**config.mk**
```make
export PLATFORM = sky130hd
export DESIGN_NAME = fetch_stage_flat
export DESIGN_NICKNAME = d
export VERILOG_FILES = /design/src/rtl/fetch_if.sv /design/src/rtl/fetch_stage.sv /design/src/flat_wrapper.sv
export SDC_FILE = /design/constraint.sdc
export NUM_CORES = 1
export LEC_CHECK = 0
export ABC_AREA = 1
export CORE_MARGIN = 2
export CORE_UTILIZATION = 25
export CTS_BUF_LIST = sky130_fd_sc_hd__clkbuf_4 sky130_fd_sc_hd__clkbuf_8
export CTS_CLUSTER_SIZE = 25
export DETAILED_ROUTE_END_ITERATION = 8
export PLACE_DENSITY = 0.46
export SKIP_LAST_GASP = 1
export SLEW_MARGIN = 5
export SYNTH_ARGS = -nofsm -noshare
export SYNTH_HDL_FRONTEND = slang
export SYNTH_SLANG_ARGS = --single-unit
```
**constraint.sdc**
```tcl
create_clock -name clk -period 9 [get_ports clk]
set_clock_uncertainty 0.1 [all_clocks]
set_input_delay 1.35 -clock clk [delete_from_list [all_inputs] [get_ports clk]]
set_output_delay 1.35 -clock clk [all_outputs]
set_load 0.005 [all_outputs]
```
**src/rtl/fetch_if.sv**
```systemverilog
// fetch_if: control inputs, instruction-memory port and IF/ID outputs of the fetch stage
interface fetch_if #(
    parameter int INST_LENGTH = 32,
    parameter int ADDR_LENGTH = 32
);
    logic                   PCSel;
    logic [ADDR_LENGTH-1:0] alu_target;
    logic                   stall;
    logic                   imem_req;
    logic [ADDR_LENGTH-1:0] imem_addr;
    logic [INST_LENGTH-1:0] imem_rdata;
    logic                   imem_ready;
    logic [INST_LENGTH-1:0] id_inst;
    logic [ADDR_LENGTH-1:0] id_pc;
    logic [ADDR_LENGTH-1:0] id_pc4;
    logic                   id_valid;
    modport master (
        input  PCSel, alu_target, stall, imem_rdata, imem_ready,
        output imem_req, imem_addr, id_inst, id_pc, id_pc4, id_valid
    );
    modport slave (
        output PCSel, alu_target, stall, imem_rdata, imem_ready,
        input  imem_req, imem_addr, id_inst, id_pc, id_pc4, id_valid
    );
endinterface

```
**src/rtl/fetch_stage.sv**
```systemverilog
// fetch_stage: PC owner, request/ready instruction fetch and IF/ID pipeline register
module fetch_stage #(
    parameter int INST_LENGTH = 32,
    parameter int ADDR_LENGTH = 32,
    parameter logic [ADDR_LENGTH-1:0] RESET_PC = 32'h00000000,
    parameter logic [INST_LENGTH-1:0] NOP_INST = 32'h00000013
) (
    input  logic clk,
    input  logic rst,
    fetch_if.master bus
);
    typedef enum logic [1:0] {BOOT, FETCH, HELD, DRAIN} state_t;
    state_t                 state_q, state_d;
    logic [ADDR_LENGTH-1:0] pc_q, pc_d, redirect_pc_q, redirect_pc_d;
    logic [ADDR_LENGTH-1:0] id_pc_q, id_pc_d, id_pc4_q, id_pc4_d;
    logic [INST_LENGTH-1:0] id_inst_q, id_inst_d, skid_q, skid_d;
    logic                   id_valid_q, id_valid_d, outstanding_q, outstanding_d;
    logic [ADDR_LENGTH-1:0] target, pc4;
    logic                   req, done;

    assign target        = bus.alu_target & ~ADDR_LENGTH'(3);
    assign pc4           = pc_q + ADDR_LENGTH'(4);
    assign bus.imem_req  = req;
    assign bus.imem_addr = pc_q;
    assign bus.id_inst   = id_inst_q;
    assign bus.id_pc     = id_pc_q;
    assign bus.id_pc4    = id_pc4_q;
    assign bus.id_valid  = id_valid_q;

    // next-state: redirect beats completion beats stall; DRAIN keeps the old address until the memory lets go
    always_comb begin
        state_d       = state_q;
        pc_d          = pc_q;
        redirect_pc_d = redirect_pc_q;
        skid_d        = skid_q;
        id_inst_d     = id_inst_q;
        id_pc_d       = id_pc_q;
        id_pc4_d      = id_pc4_q;
        id_valid_d    = id_valid_q;
        req           = (state_q == DRAIN) || (state_q == FETCH && (!bus.stall || outstanding_q));
        done          = req && bus.imem_ready;
        outstanding_d = req && !bus.imem_ready;
        case (state_q)
            BOOT: begin
                state_d = FETCH;
                if (bus.PCSel) pc_d = target;
            end
            FETCH: begin
                if (bus.PCSel) begin
                    id_inst_d  = NOP_INST;
                    id_valid_d = 1'b0;
                    if (outstanding_q && !bus.imem_ready) begin
                        redirect_pc_d = target;
                        state_d       = DRAIN;
                    end else begin
                        pc_d = target;
                    end
                end else if (done && !bus.stall) begin
                    id_inst_d  = bus.imem_rdata;
                    id_pc_d    = pc_q;
                    id_pc4_d   = pc4;
                    id_valid_d = 1'b1;
                    pc_d       = pc4;
                end else if (done) begin
                    skid_d  = bus.imem_rdata;
                    state_d = HELD;
                end else if (!bus.stall) begin
                    id_inst_d  = NOP_INST;
                    id_valid_d = 1'b0;
                end
            end
            HELD: begin
                if (bus.PCSel) begin
                    pc_d       = target;
                    skid_d     = NOP_INST;
                    id_inst_d  = NOP_INST;
                    id_valid_d = 1'b0;
                    state_d    = FETCH;
                end else if (!bus.stall) begin
                    id_inst_d  = skid_q;
                    id_pc_d    = pc_q;
                    id_pc4_d   = pc4;
                    id_valid_d = 1'b1;
                    pc_d       = pc4;
                    state_d    = FETCH;
                end
            end
            DRAIN: begin
                if (bus.PCSel) redirect_pc_d = target;
                if (bus.imem_ready) begin
                    pc_d    = redirect_pc_d;
                    state_d = FETCH;
                end
            end
            default: state_d = BOOT;
        endcase
    end

    // state and pipeline registers; reset abandons any in-flight request
    always_ff @(posedge clk or posedge rst) begin
        if (rst) begin
            state_q       <= BOOT;
            pc_q          <= RESET_PC;
            redirect_pc_q <= RESET_PC;
            skid_q        <= NOP_INST;
            id_inst_q     <= NOP_INST;
            id_pc_q       <= '0;
            id_pc4_q      <= '0;
            id_valid_q    <= 1'b0;
            outstanding_q <= 1'b0;
        end else begin
            state_q       <= state_d;
            pc_q          <= pc_d;
            redirect_pc_q <= redirect_pc_d;
            skid_q        <= skid_d;
            id_inst_q     <= id_inst_d;
            id_pc_q       <= id_pc_d;
            id_pc4_q      <= id_pc4_d;
            id_valid_q    <= id_valid_d;
            outstanding_q <= outstanding_d;
        end
    end
endmodule

```
**src/flat_wrapper.sv**
```systemverilog
// flat-port wrapper written by rule: the top's interface ports become plain ports
module fetch_stage_flat 
#(
    parameter int INST_LENGTH = 32,
    parameter int ADDR_LENGTH = 32,
    parameter logic [ADDR_LENGTH-1:0] RESET_PC = 32'h00000000,
    parameter logic [INST_LENGTH-1:0] NOP_INST = 32'h00000013
)
  (clk, rst, bus_PCSel, bus_alu_target, bus_stall, bus_imem_rdata, bus_imem_ready, bus_imem_req, bus_imem_addr, bus_id_inst, bus_id_pc, bus_id_pc4, bus_id_valid);
  fetch_if #(.INST_LENGTH(INST_LENGTH), .ADDR_LENGTH(ADDR_LENGTH)) bus_i ();
  input  logic clk;
  input  logic rst;
  input wire logic [$bits(bus_i.PCSel)-1:0] bus_PCSel;
  input wire logic [$bits(bus_i.alu_target)-1:0] bus_alu_target;
  input wire logic [$bits(bus_i.stall)-1:0] bus_stall;
  input wire logic [$bits(bus_i.imem_rdata)-1:0] bus_imem_rdata;
  input wire logic [$bits(bus_i.imem_ready)-1:0] bus_imem_ready;
  output wire logic [$bits(bus_i.imem_req)-1:0] bus_imem_req;
  output wire logic [$bits(bus_i.imem_addr)-1:0] bus_imem_addr;
  output wire logic [$bits(bus_i.id_inst)-1:0] bus_id_inst;
  output wire logic [$bits(bus_i.id_pc)-1:0] bus_id_pc;
  output wire logic [$bits(bus_i.id_pc4)-1:0] bus_id_pc4;
  output wire logic [$bits(bus_i.id_valid)-1:0] bus_id_valid;
  assign bus_i.PCSel = bus_PCSel;
  assign bus_i.alu_target = bus_alu_target;
  assign bus_i.stall = bus_stall;
  assign bus_i.imem_rdata = bus_imem_rdata;
  assign bus_i.imem_ready = bus_imem_ready;
  assign bus_imem_req = bus_i.imem_req;
  assign bus_imem_addr = bus_i.imem_addr;
  assign bus_id_inst = bus_i.id_inst;
  assign bus_id_pc = bus_i.id_pc;
  assign bus_id_pc4 = bus_i.id_pc4;
  assign bus_id_valid = bus_i.id_valid;
  fetch_stage #(.INST_LENGTH(INST_LENGTH), .ADDR_LENGTH(ADDR_LENGTH), .RESET_PC(RESET_PC), .NOP_INST(NOP_INST)) u_core (.clk(clk), .rst(rst), .bus(bus_i));
endmodule
```
==> impl_summary.md, run 1 <==
Status
The flow ran to the end, and the final reports show no timing, DRC or antenna violations.

Synth
Measured against the total synthesized area, the mux share comes to 0. The complex-gate fraction of the synthesized area is 0.154. The number of nets handed over by synthesis was 1439. The share of synthesized cell area in full adder, half adder and majority cells is 0.00748. The largest family of logic cells by synthesized area is simple AND/OR/NAND/NOR gates. The share of synthesized area occupied by flip-flops and latches is 0.484.

The cell accounting for the most synthesized area is sky130_fd_sc_hd__dfrtp_1. The number of warnings reported in the yosys synthesis log is 0. The synthesized netlist occupies a cell area of 10000 sq um. The average size of a mapped cell is between 7 and 8 sq um.

After synthesis the netlist holds a flip-flop and latch count of about 190. The xor-xnor portion of the synthesized cell area is 0.0131. The count of unique library cells instantiated by Yosys is 37. The share of synthesized area in the top cell type comes to 0.468. Yosys attributes the largest share of cell area to sky130_fd_sc_hd__dfrtp_1 (47%), sky130_fd_sc_hd__nand2_1 (17%), sky130_fd_sc_hd__nor2_1 (6.6%). The number of cells produced by synthesis is around 1400.

Of the total synthesized cell area, the portion taken by AND, OR, NAND and NOR gates is 0.262.

CTS
The clock tree synthesis step divided the H-tree into 4 levels. The number of clock buffers added by TritonCTS is 17. The number of cells upsized or downsized after cts is 0. TritonCTS built the clock tree. After clock tree synthesis, the clock-pin slew on the worst setup and hold paths is 0.11 ns. The clock root buffer is sky130_fd_sc_hd__clkbuf_8. The count of clock tree sinks is 194. After clock tree synthesis, the setup repair step added 0 buffers. In this run, post-CTS hold repair placed 0 buffers. The clock tree buffer depth is 2. Clock latency on the worst-skew pair, taken at its later pin, is 0.50 ns.

Placement
The worst slack at placement is 4.81 ns. Port buffering added just under 200 buffers. The final HPWL from detailed placement is 21200 um. The last weighted congestion value of the routability-driven placer is about 0.8.

Worst setup path
At the worst endpoint, the required time is between 7 and 8 ns. In this run the worst path has a maximum fanout of 3. The critical path data arrival time is between 2 and 3 ns.

The worst register-to-register path begins at u_core.state_q[0]. The reg-to-reg endpoint is u_core.bus.id_pc[20]. The sort of element at the start of the critical path is an input port. Setup slack on the worst reg-to-reg path comes out at roughly 5.6 ns. The critical path class is in2out. The number of cells on the worst reg-to-reg path is 11. STA classifies the critical path endpoint as a primary output.

GRT
For this run the aggregate overflow at the end of global routing stands at 0. Entering global routing, the biggest net connects approximately 130 pins. The number of global-route vias before repair is about 8500. The number of antenna violations at the first check in global routing is 5.

Across every metal layer, demand over resource in global routing totals 0.154. The first global-routing pass estimated about 50000 um of wire.

Pwr
The design draws about 0.0045 W. Summed over all nets, the switching power comes to approximately 0.0019 W. Cell internal power was estimated by the tool at roughly 0.0025 W. The share of total power dissipated in sequential elements is 0.357.

Dividing total power by cell area gives a power density of ~350 nW/um^2. The share of total power dissipated in the clock network is 0.142. The switching share of total power is 0.430. The leakage power total is 5.83 nW. IR analysis of the VDD net gives a maximum drop of 155 uV.

The relative contribution of combinational cells to total power is 0.501.

Die
For this configuration, the core starts out at a cell density of 0.253. From bottom edge to top edge, the die measures between 200 and 250 um. The count of boundary I/O pins is around 200.

The count of standard-cell rows is between 70 and 80. The core outline area is slightly below 40000 sq um. The die covers 41800 sq um. The width of the die is between 200 and 250 um.

Timing
Setup violations remaining at the end of the flow were counted as 0. Based on the critical path, the design can be clocked at up to approximately 0.24 GHz. Headroom to the max-slew limit came out at 0.359. In the post-route analysis, the smallest setup slack over all paths is about 4.8 ns.

Setup repair after global routing left no endpoint under its margin. The number of hold violations in the final report came to 0. The portion of the clock cycle consumed by the worst path in the final layout is 0.463. The number of slew-limit violations in the final report is 0. The final sum of negative setup slack is 0 ns.

After layout, the minimum clock period comes to 4.17 ns. For the pin with the worst max-slew slack, the measured transition is between 0.9 and 1 ns.

Layout
Of the cells placed in the final design, the portion with a size suffix greater than 1 is 0.0510. The layout has 4272 filler cells. At the end of the flow the core is filled with cells to 0.324. The top cell types in the final layout, fill and taps aside, are sky130_fd_sc_hd__nand2_1 (456), sky130_fd_sc_hd__clkdlybuf4s50_1 (195), sky130_fd_sc_hd__dfrtp_1 (188). The most common library cell in the layout ignoring fill and taps is sky130_fd_sc_hd__nand2_1. At the end of the flow, the number of nets in the layout was around 1600. From synthesis to final layout, the design area changed by 28.3%.

Worst hold path
The endpoint of the worst hold path is u_core.bus.id_inst[4]. The origin of the worst min-delay path is u_core.bus.id_inst[4]. The cell count of the worst hold path is 2. The min-delay analysis places its worst path in the category reg2reg.

Drt
The highest routed metal layer is met5. Summed over all layers, the routed wires come to about 31000 um. After detailed routing, the met2 layer carries around 14000 um of wire. The detailed-route wire length per cell is approximately 15 um. The detailed router placed between 9000 and 10000 vias in this run. The number of search-and-repair iterations in the first detailed-routing pass is 5. The average vias per placed instance is roughly 4.4. After detailed routing, the met3 layer carries 1890 um of wire.

The residual DRC count is 0. The number of DRC markers in iteration 0 is 654. The final antenna-violating net count is 0. The detailed router put a total of about 15000 um of wire on met1.

Run
Max-cap violations in this run came to 0.
kinds of logic after synthesis:
family,after synthesis
adder cells (fa/ha/maj),6
buffers and inverters,191
XOR/XNOR,15
flip-flops,194
AND/OR/NAND/NOR,682
AO/OA/AOI/OAI,276
layer usage:
layer,track usage,up-vias
met5,0,-
met4,0.0461,4
met3,0.0403,30
met2,0.238,235
met1,0.210,4153
li1,-,4652
worst max-delay path by stage:
stage,from,to,slack [ns],cells past startpoint
CTS,bus_stall,bus_imem_req,4.81,5
floorplan,rst,u_core.bus.id_inst[10],2.28,1
finish,bus_stall,bus_imem_req,4.83,5
global placement,bus_stall,bus_imem_req,4.81,5
global route,u_core.state_q[0],bus_imem_req,4.75,5
detailed placement,bus_stall,bus_imem_req,4.81,5
cells in the mapped netlist:
master / count
sky130_fd_sc_hd__inv_1: 104
sky130_fd_sc_hd__and2_1: 1
sky130_fd_sc_hd__buf_2: 30
sky130_fd_sc_hd__nor2_2: 2
sky130_fd_sc_hd__a21boi_4: 1
sky130_fd_sc_hd__a22oi_1: 29
sky130_fd_sc_hd__buf_1: 10
sky130_fd_sc_hd__clkbuf_1: 32
sky130_fd_sc_hd__o211ai_1: 3
sky130_fd_sc_hd__xor2_1: 14
sky130_fd_sc_hd__nand2_1: 456
sky130_fd_sc_hd__nand3_1: 36
sky130_fd_sc_hd__o21a_1: 1
sky130_fd_sc_hd__buf_4: 6
sky130_fd_sc_hd__o31ai_1: 3
sky130_fd_sc_hd__o22ai_1: 3
sky130_fd_sc_hd__a21oi_2: 1
sky130_fd_sc_hd__nand2_2: 1
sky130_fd_sc_hd__o21ai_0: 79
sky130_fd_sc_hd__or2_2: 5
sky130_fd_sc_hd__o221ai_1: 3
sky130_fd_sc_hd__ha_1: 6
sky130_fd_sc_hd__a21oi_1: 101
sky130_fd_sc_hd__dfstp_2: 6
sky130_fd_sc_hd__xnor2_1: 1
sky130_fd_sc_hd__clkinv_1: 1
sky130_fd_sc_hd__o21bai_1: 2
sky130_fd_sc_hd__nor2_1: 177
sky130_fd_sc_hd__a21oi_4: 1
sky130_fd_sc_hd__a31oi_1: 16
sky130_fd_sc_hd__nor3_1: 4
sky130_fd_sc_hd__a211oi_1: 2
sky130_fd_sc_hd__inv_2: 6
sky130_fd_sc_hd__buf_6: 2
sky130_fd_sc_hd__o21ai_2: 1
sky130_fd_sc_hd__dfrtp_1: 188
sky130_fd_sc_hd__o21ai_1: 30
stage by stage:
stage | std cells | hold WS (ns) | area, sq um
after floorplan | 1364 | 0.356 | 10000
after global placement | 2021 | 0.354 | 12400
after detailed placement | 2021 | 0.357 | 12400
after CTS | 2053 | 0.381 | 12900
after global routing | 2054 | 0.398 | 12900
final | 2056 | 0.378 | 12900
registers in the layout (all words and copies together), names as in the netlist:
register and cells:
u_core.bus.id_inst 32, u_core.bus.id_pc 32, u_core.bus.imem_addr 32, u_core.redirect_pc_q 32
u_core.skid_q 32, u_core.bus.id_pc4 30, u_core.state_q 2, u_core.bus.id_valid 1
u_core.outstanding_q 1
critical path, cell delays in order:
cell	delay, ns
sky130_fd_sc_hd__clkdlybuf4s50_1	0.51
sky130_fd_sc_hd__inv_2	0.08
sky130_fd_sc_hd__o21ai_2	0.18
sky130_fd_sc_hd__nand2_1	0.12
sky130_fd_sc_hd__clkdlybuf4s50_1	0.48
power by group through the flow:
stage / combinational (W) / sequential (W) / clock, W
4_1_cts: 0.00228 / 0.00159 / 0.000668
3_5_place_dp: 0.00226 / 0.00161 / 0
2_1_floorplan: 0.00133 / 0.00155 / 0
6_report: 0.00223 / 0.00159 / 0.000635
3_3_place_gp: 0.00224 / 0.00161 / 0
5_1_grt: 0.00255 / 0.00165 / 0.000700
layout make-up:
| class | count | area, sq um | share of cell area |
|---|---|---|---|
| timing repair buffer | 212 | 2080 | 0.161 |
| clock buffer | 19 | 255 | 0.0198 |
| antenna | 3 | 7.51 | 0.000583 |
| multi-input combinational | 979 | 4420 | 0.343 |
| tap | 525 | 657 | 0.0510 |
| clock inverter | 13 | 174 | 0.0135 |
| sequential | 194 | 4860 | 0.377 |
| inverter | 111 | 424 | 0.0329 |
Power figures use the tool's default switching activity.
==> run 2: changes to the inputs <==
PLACE_DENSITY = 0.47   (was 0.46)
clock period = 3.67 ns   (was 9 ns; I/O delays follow)
==> run 2 against run 1 <==
Compared with the run above:
- critical path depth unchanged
- non-clock buffer count up 6
- core utilization up 0.072 points
- die area is the same
- largest cell class unchanged
- final area increased by 0.22%
- global-route usage increased by 0.076 points
- setup slack lost 4.4 ns
- cell count barely moved
- first-iteration DRC count fell by 32%
- highest routed layer unchanged
- flip-flop and latch count stayed put
- critical path type is now reg2out
==> impl_summary.md, run 2 (same netlist as run 1, synthesis figures left out) <==
GRT
The final global-route overflow total is 0 (unchanged). The number of antenna violations at the first check in global routing came to 2 (was 5). The all-layer global routing usage is 0.155 (was 0.154). The global-route wire length before repair is 49800 um (was 49900 um).

The number of global-route vias before repair is 8759 (was 8530). The largest net degree at the start of global routing is 80 (was 128).

Layout
The proportion of layout cells with a drive suffix above 1 is 0.0541 (was 0.0510). The final cell area excluding filler cells is 12900 sq um (about the same). The total inserted antenna cells is 0 (was 3). The final cell count without fillers is 2058 (was 2056). The most common library cell in the layout ignoring fill and taps is sky130_fd_sc_hd__nand2_1 (unchanged). Most frequent cells in the layout: sky130_fd_sc_hd__nand2_1 (456), sky130_fd_sc_hd__clkdlybuf4s50_1 (195), sky130_fd_sc_hd__dfrtp_1 (188) (unchanged). The area growth from synthesis to layout is 28.6% (was 28.3%). The share of the core filled with cells in the final layout is 0.325 (was 0.324).

The final net count was 1596 (was 1590).

Worst setup path
The sort of element at the start of the critical path is a flip-flop (was input port). The family with the most delay on the worst path is buffers and inverters (unchanged). The number of cells on the worst reg-to-reg path was 10 (was 11). The reg-to-reg startpoint is u_core.state_q[1] (was u_core.state_q[0]). The reg-to-reg endpoint was u_core.bus.imem_addr[15] (was u_core.bus.id_pc[20]). The critical path class is reg2out (was in2out).

The required time of the worst setup path is 3.02 ns (was 7.55 ns). The critical path data arrival time is 2.57 ns (was 2.72 ns). The standard cell with the maximum stage delay on the critical path is sky130_fd_sc_hd__buf_4 (was sky130_fd_sc_hd__clkdlybuf4s50_1). The peak per-stage delay on the critical path is 0.49 ns (was 0.51 ns). The kind of capture point of the worst setup path is a primary output (unchanged).

The setup slack of the most critical reg-to-reg path is 0.82 ns (was 5.63 ns). Worst path cell trace: ha_1, inv_2, buf_4, nand2_1, clkdlybuf4s50_1 (was clkdlybuf4s50_1, inv_2, o21ai_2, nand2_1, clkdlybuf4s50_1). The worst-path maximum fanout is 55 (was 3).

The sum of buffers and inverters on the critical path is 3 (unchanged). The start point of the critical path is u_core.state_q[0] (was bus_stall).

Pwr
The worst voltage drop across the vdd grid was 453 uV (was 155 uV). The power share of the clock group came to 0.131 (was 0.142). The part of the total power dissipated in sequential elements is 0.361 (was 0.357). The relative contribution of combinational cells to total power came to 0.508 (was 0.501). The switching share of total power is 0.435 (was 0.430). The leakage power total was 5.86 nW (was 5.83 nW). The net switching power is 0.00469 W (was 0.00192 W). The internal portion of total power came to 0.00610 W (was 0.00254 W). The cell area power density is 835 nW/um^2 (was 346 nW/um^2).

CTS
The clock insertion delay at the later pin of the skew report is 0.52 ns (was 0.50 ns). The clock buffer count from CTS is 17 (unchanged). The post-CTS setup repair buffer count is 0 (unchanged).

The clock tree from TritonCTS was yes (unchanged). The count of clock tree sinks was 194 (unchanged). The clock root buffer is sky130_fd_sc_hd__clkbuf_8 (unchanged). The H-tree depth was 4 (unchanged). The number of hold buffers added after CTS was 0 (unchanged). The post-CTS clock slew at the launch and capture registers of the worst setup and hold paths is 0.10 ns (was 0.11 ns). The clock tree buffer depth came to 2 (unchanged). The number of cells upsized or downsized after cts is 0 (unchanged).

Status
Outcome: finished clean (unchanged).

Timing
The minimum setup slack in the final design is 0.453 ns (was 4.83 ns). The slew at the pin with the worst max-slew slack is 0.787 ns (was 0.961 ns). The number of hold violations in the final report is 0 (unchanged). The time the final worst path needs with I/O delays and setup is between 3 and 4 ns. The number of slew-limit violations in the final report is 0 (unchanged). The final sum of negative setup slack is 0 ns (unchanged). The headroom to the max-slew limit was 0.475 (was 0.359). Timing would allow up to 0.311 GHz. Setup repair after global routing missed its margin: false (unchanged). Of the available clock period, the critical path in the final layout requires 0.877.

The final number of setup-violating endpoints was 0 (unchanged).

Drt
The final antenna-violating net count was 0 (unchanged). The number of DRC markers in iteration 0 is 447 (was 654). The detailed-route wire length per cell is 15.3 um (about the same). The residual DRC count is 0 (unchanged). The sum of routed wire length over all layers is 31500 um (about the same). The average vias per placed instance came to 4.45 (was 4.41). The total via count after detailed routing is 9152 (was 9074). The number of search-and-repair iterations in the first detailed-routing pass came to 5 (unchanged).

Placement
The count of placed standard cells including taps came to 2027 (was 2021). The worst slack at placement is 0.659 ns (was 4.81 ns). The area after detailed placement is 12500 sq um (was 12400 sq um). The last weighted congestion value of the routability-driven placer is 0.810 (was 0.821). The final HPWL from detailed placement is 22000 um (was 21200 um). The quantity of I/O buffers inserted on ports is 196 (unchanged).

Die
The vertical die dimension was 204 um (unchanged). The count of boundary I/O pins is 199 (unchanged). The core outline area is 39700 sq um (unchanged). The starting density of the core came to 0.253 (unchanged).

The count of standard-cell rows is 73 (unchanged). The width of the die came to 204 um (unchanged). The overall die area is 41800 sq um (unchanged).

Run
The max-capacitance violation count was 0 (unchanged).

Worst hold path
The endpoint of the worst hold path is u_core.bus.id_pc[13] (was u_core.bus.id_inst[4]). The cell count of the worst hold path was 2 (unchanged). The class of the tightest hold or removal check is reg2reg (unchanged).

The origin of the worst min-delay path is u_core.bus.id_pc[13] (was u_core.bus.id_inst[4]).
[run 2: how the worst max path moves through the flow]
| stage | endpoint | cells past startpoint |
|---|---|---|
| global route | bus_imem_req | 5 |
| detailed placement | u_core.bus.imem_addr[15] | 10 |
| CTS | bus_imem_req | 5 |
| global placement | u_core.bus.imem_addr[15] | 10 |
| floorplan | u_core.bus.id_inst[10] | 1 |
| finish | bus_imem_req | 5 |
[run 2: power groups by stage]
stage	registers (W)	clock network [W]	logic, W
finish	0.00390	0.00141	0.00548
global route	0.00404	0.00157	0.00628
floorplan	0.00379	0	0.00326
detailed placement	0.00395	0	0.00558
CTS	0.00391	0.00148	0.00560
global placement	0.00394	0	0.00552
[run 2: metal layers]
| metal | GRT usage | wire, um | vias to the layer above |
|---|---|---|---|
| li1 | - | - | 4658 |
| met1 | 0.210 | 15100 | 4274 |
| met2 | 0.242 | 14100 | 190 |
| met3 | 0.0410 | 1800 | 26 |
| met4 | 0.0443 | 456 | 4 |
| met5 | 0 | 27 | - |
[run 2: worst register-to-register path, stage by stage (launching register included)]
cell and delay (ns):
sky130_fd_sc_hd__dfrtp_1 0.42, sky130_fd_sc_hd__inv_1 0.12, sky130_fd_sc_hd__ha_1 0.44, sky130_fd_sc_hd__o21ai_2 0.14, sky130_fd_sc_hd__a21oi_2 0.22, sky130_fd_sc_hd__nand2_2 0.13, sky130_fd_sc_hd__nand2_1 0.09, sky130_fd_sc_hd__nand2_1 0.28
sky130_fd_sc_hd__inv_1 0.49, sky130_fd_sc_hd__o21ai_0 0.17, sky130_fd_sc_hd__o21ai_0 0.17
[run 2: per-stage QoR]
step	power (W)	hold slack (ns)
2_1_floorplan	0.00706	0.356
3_3_place_gp	0.00947	0.352
3_5_place_dp	0.00953	0.358
4_1_cts	0.0110	0.384
5_1_grt	0.0119	0.407
6_report	0.0108	0.378
[run 2: layout make-up]
class / count / area, sq um
inverter: 111 / 420
clock inverter: 10 / 91.3
clock buffer: 21 / 283
sequential: 194 / 4860
tap: 525 / 657
timing repair buffer: 218 / 2170
multi-input combinational: 979 / 4420
fill: 4304 / 26800
==> run 3: changes to the inputs <==
RECOVER_POWER = 100   (was default)
==> run 3 against run 2 <==
Compared with the run above:
- the flow now finishes with violations (capacitance limit, slew limit)
- count of clock-buffer cells in the layout unchanged
- core utilization is 0.19 points lower
- maximum frequency is 1.1% lower
- non-clock buffer count did not move
- critical path type unchanged
- largest power group unchanged
==> impl_summary.md, run 3 (same netlist as run 1, synthesis figures left out) <==
GRT
The number of global-route vias before repair is 8759 (unchanged). The number of antenna violations at the first check in global routing is 2 (unchanged). The global-route wire length before repair was 49800 um (unchanged). The final global-route overflow total was 0 (unchanged).

The largest net degree at the start of global routing is 80 (unchanged). The all-layer global routing usage was 0.155 (unchanged).

Worst setup path
Worst path cell trace: ha_1, inv_1, buf_4, nand2_1, clkdlybuf4s50_1 (was ha_1, inv_2, buf_4, nand2_1, clkdlybuf4s50_1). The sort of element at the start of the critical path is a flip-flop (unchanged). The required time of the worst setup path is 3.02 ns (about the same). The critical path data arrival time is 2.60 ns (was 2.57 ns). The kind of capture point of the worst setup path is a primary output (unchanged). The peak per-stage delay on the critical path is 0.50 ns (was 0.49 ns). The critical path class is reg2out (unchanged). The worst-path maximum fanout is 55 (unchanged). The standard cell with the maximum stage delay on the critical path is sky130_fd_sc_hd__buf_4 (unchanged).

CTS
The count of clock tree sinks is 194 (unchanged). The post-CTS clock slew at the launch and capture registers of the worst setup and hold paths came to 0.10 ns (about the same). The number of hold buffers added after CTS is 0 (unchanged).

The clock tree buffer depth is 2 (unchanged). The clock buffer count from CTS is 17 (unchanged). The number of cells upsized or downsized after cts is 0 (unchanged). The clock root buffer is sky130_fd_sc_hd__clkbuf_8 (unchanged). The post-CTS setup repair buffer count is 0 (unchanged). The clock insertion delay at the later pin of the skew report is 0.52 ns (about the same).

The clock tree from TritonCTS is yes (unchanged). The H-tree depth is 4 (unchanged).

Placement
The worst slack at placement was 0.659 ns (unchanged). The last weighted congestion value of the routability-driven placer is 0.810 (unchanged). The count of placed standard cells including taps was 2027 (unchanged).

The final HPWL from detailed placement is 22000 um (unchanged). The quantity of I/O buffers inserted on ports is 196 (unchanged).

Layout
The final cell count without fillers came to 2058 (unchanged). The most common library cell in the layout ignoring fill and taps is sky130_fd_sc_hd__nand2_1 (unchanged). The area growth from synthesis to layout is 27.8% (was 28.6%). The total inserted antenna cells is 0 (unchanged). The proportion of layout cells with a drive suffix above 1 is 0.0450 (was 0.0541). Most frequent cells in the layout: sky130_fd_sc_hd__nand2_1 (457), sky130_fd_sc_hd__dfrtp_1 (188), sky130_fd_sc_hd__nor2_1 (175) (was sky130_fd_sc_hd__nand2_1 (456), sky130_fd_sc_hd__clkdlybuf4s50_1 (195), sky130_fd_sc_hd__dfrtp_1 (188)). The final net count is 1596 (unchanged).

Drt
The sum of routed wire length over all layers came to 31500 um (about the same). The average vias per placed instance is 4.44 (was 4.45). The number of DRC markers in iteration 0 is 446 (was 447). The final antenna-violating net count came to 0 (unchanged). The total via count after detailed routing is 9141 (was 9152). The detailed-route wire length per cell is 15.3 um (about the same). The number of search-and-repair iterations in the first detailed-routing pass is 4 (was 5). The residual DRC count is 0 (unchanged).

Timing
The worst hold margin is 0.374 ns (was 0.378 ns). The final sum of negative setup slack is 0 ns (unchanged). The final number of setup-violating endpoints is 0 (unchanged).

The maximum clock rate came to 0.307 GHz (was 0.311 GHz). The time the final worst path needs with I/O delays and setup is 3.25 ns (was 3.22 ns). Setup repair after global routing missed its margin: false (unchanged). The portion of the clock cycle consumed by the worst path in the final layout is 0.886 (was 0.877). The number of hold violations in the final report is 0 (unchanged). The slew at the pin with the worst max-slew slack is 1.68 ns (was 0.787 ns).

The headroom to the max-slew limit is -0.118 (was 0.475). The minimum setup slack in the final design is 0.418 ns (was 0.453 ns). The number of slew-limit violations in the final report is 100 (was 0).

Pwr
The net switching power is 0.00463 W (was 0.00469 W). The relative contribution of combinational cells to total power was 0.497 (was 0.508). The cell area power density is 816 nW/um^2 (was 835 nW/um^2). The switching share of total power is 0.442 (was 0.435). The part of the total power dissipated in sequential elements is 0.369 (was 0.361). The power share of the clock group came to 0.134 (was 0.131). The worst voltage drop across the vdd grid came to 445 uV (was 453 uV). The internal portion of total power was 0.00585 W (was 0.00610 W). The leakage power total was 6.05 nW (was 5.86 nW). The overall power of the completed layout is 0.0105 W (was 0.0108 W).

Status
The checks that failed: capacitance limit, slew limit. Outcome: complete, but fails checks (was finished clean).

Die
The starting density of the core is 0.253 (unchanged). The vertical die dimension was 204 um (unchanged). The overall die area was 41800 sq um (unchanged). The core outline area is 39700 sq um (unchanged). The count of boundary I/O pins is 199 (unchanged). The width of the die is 204 um (unchanged).

The count of standard-cell rows is 73 (unchanged).

Worst hold path
The class of the tightest hold or removal check was reg2reg (unchanged).

Run
The max-capacitance violation count is 2 (was 0).
run 3: cell types whose count changed in the layout (fill, tap and decap cells not counted), moves of 3 or more:
cell	change
sky130_fd_sc_hd__clkdlybuf4s50_1	-127
sky130_fd_sc_hd__dlygate4sd3_1	+127
sky130_fd_sc_hd__o21ai_0	+30
sky130_fd_sc_hd__o21ai_1	-29
sky130_fd_sc_hd__buf_4	-9
sky130_fd_sc_hd__clkbuf_2	+6
sky130_fd_sc_hd__clkbuf_1	+4
sky130_fd_sc_hd__buf_12	-3
sky130_fd_sc_hd__dfstp_1	+3
sky130_fd_sc_hd__dfstp_2	-3
sky130_fd_sc_hd__inv_1	+3
sky130_fd_sc_hd__inv_2	-3
run 3: power by group through the flow:
stage	Sequential (W)	Combinational [W]	Clock [W]
after floorplan	0.00379	0.00326	0
after global placement	0.00394	0.00552	0
after detailed placement	0.00395	0.00558	0
after CTS	0.00391	0.00560	0.00148
after global routing	0.00401	0.00600	0.00157
final	0.00387	0.00520	0.00141
run 3: final cells by class:
type,count,area (sq um)
sequential,194,4860
inverter,111,418
timing repair buffer,218,2110
tap,525,657
multi-input combinational,979,4410
clock buffer,21,283
clock inverter,10,91.3
fill,4320,26900
run 3: path summary, 6_finish.rpt:
check                                startpoint  depth (start not counted)                 endpoint  slack [ns]
setup / recovery              u_core.state_q[0]                          5             bus_imem_req        0.42
hold / removal             u_core.bus.id_pc[13]                          2     u_core.bus.id_pc[13]        0.37
setup reg to reg              u_core.state_q[1]                          9     u_core.bus.id_pc4[2]        0.49
hold reg to reg            u_core.bus.id_pc[13]                          2     u_core.bus.id_pc[13]        0.37
max in group asynchronous                   rst                          3    u_core.bus.id_inst[3]        0.63
min in group asynchronous                   rst                          2  u_core.redirect_pc_q[0]        0.65
run 3: worst max-delay path: cells and delay by family (launching register included):
family / cells / cell delay, ns
buffers and inverters: 3 / 1.19
adders and majority gates: 1 / 0.36
and+or+nand+nor: 1 / 0.11
DFF: 1 / 0.42
run 3: through the flow:
step / area (sq um) / utilization
after floorplan: 10000 / -
final: 12800 / 0.323
after detailed placement: 12500 / 0.316
after CTS: 12900 / 0.325
after global routing: 12800 / 0.323
after global placement: 12500 / 0.316
run 3: metal layers:
| layer | part of all wire | vias up | routed length, um | global-route usage |
|---|---|---|---|---|
| met1 | 0.47 | 4256 | 14900 | 0.210 |
| met2 | 0.45 | 194 | 14200 | 0.242 |
| met5 | 0.00086 | - | 27 | 0 |
| met4 | 0.014 | 4 | 456 | 0.0443 |
| li1 | - | 4661 | - | - |
| met3 | 0.059 | 26 | 1860 | 0.0410 |
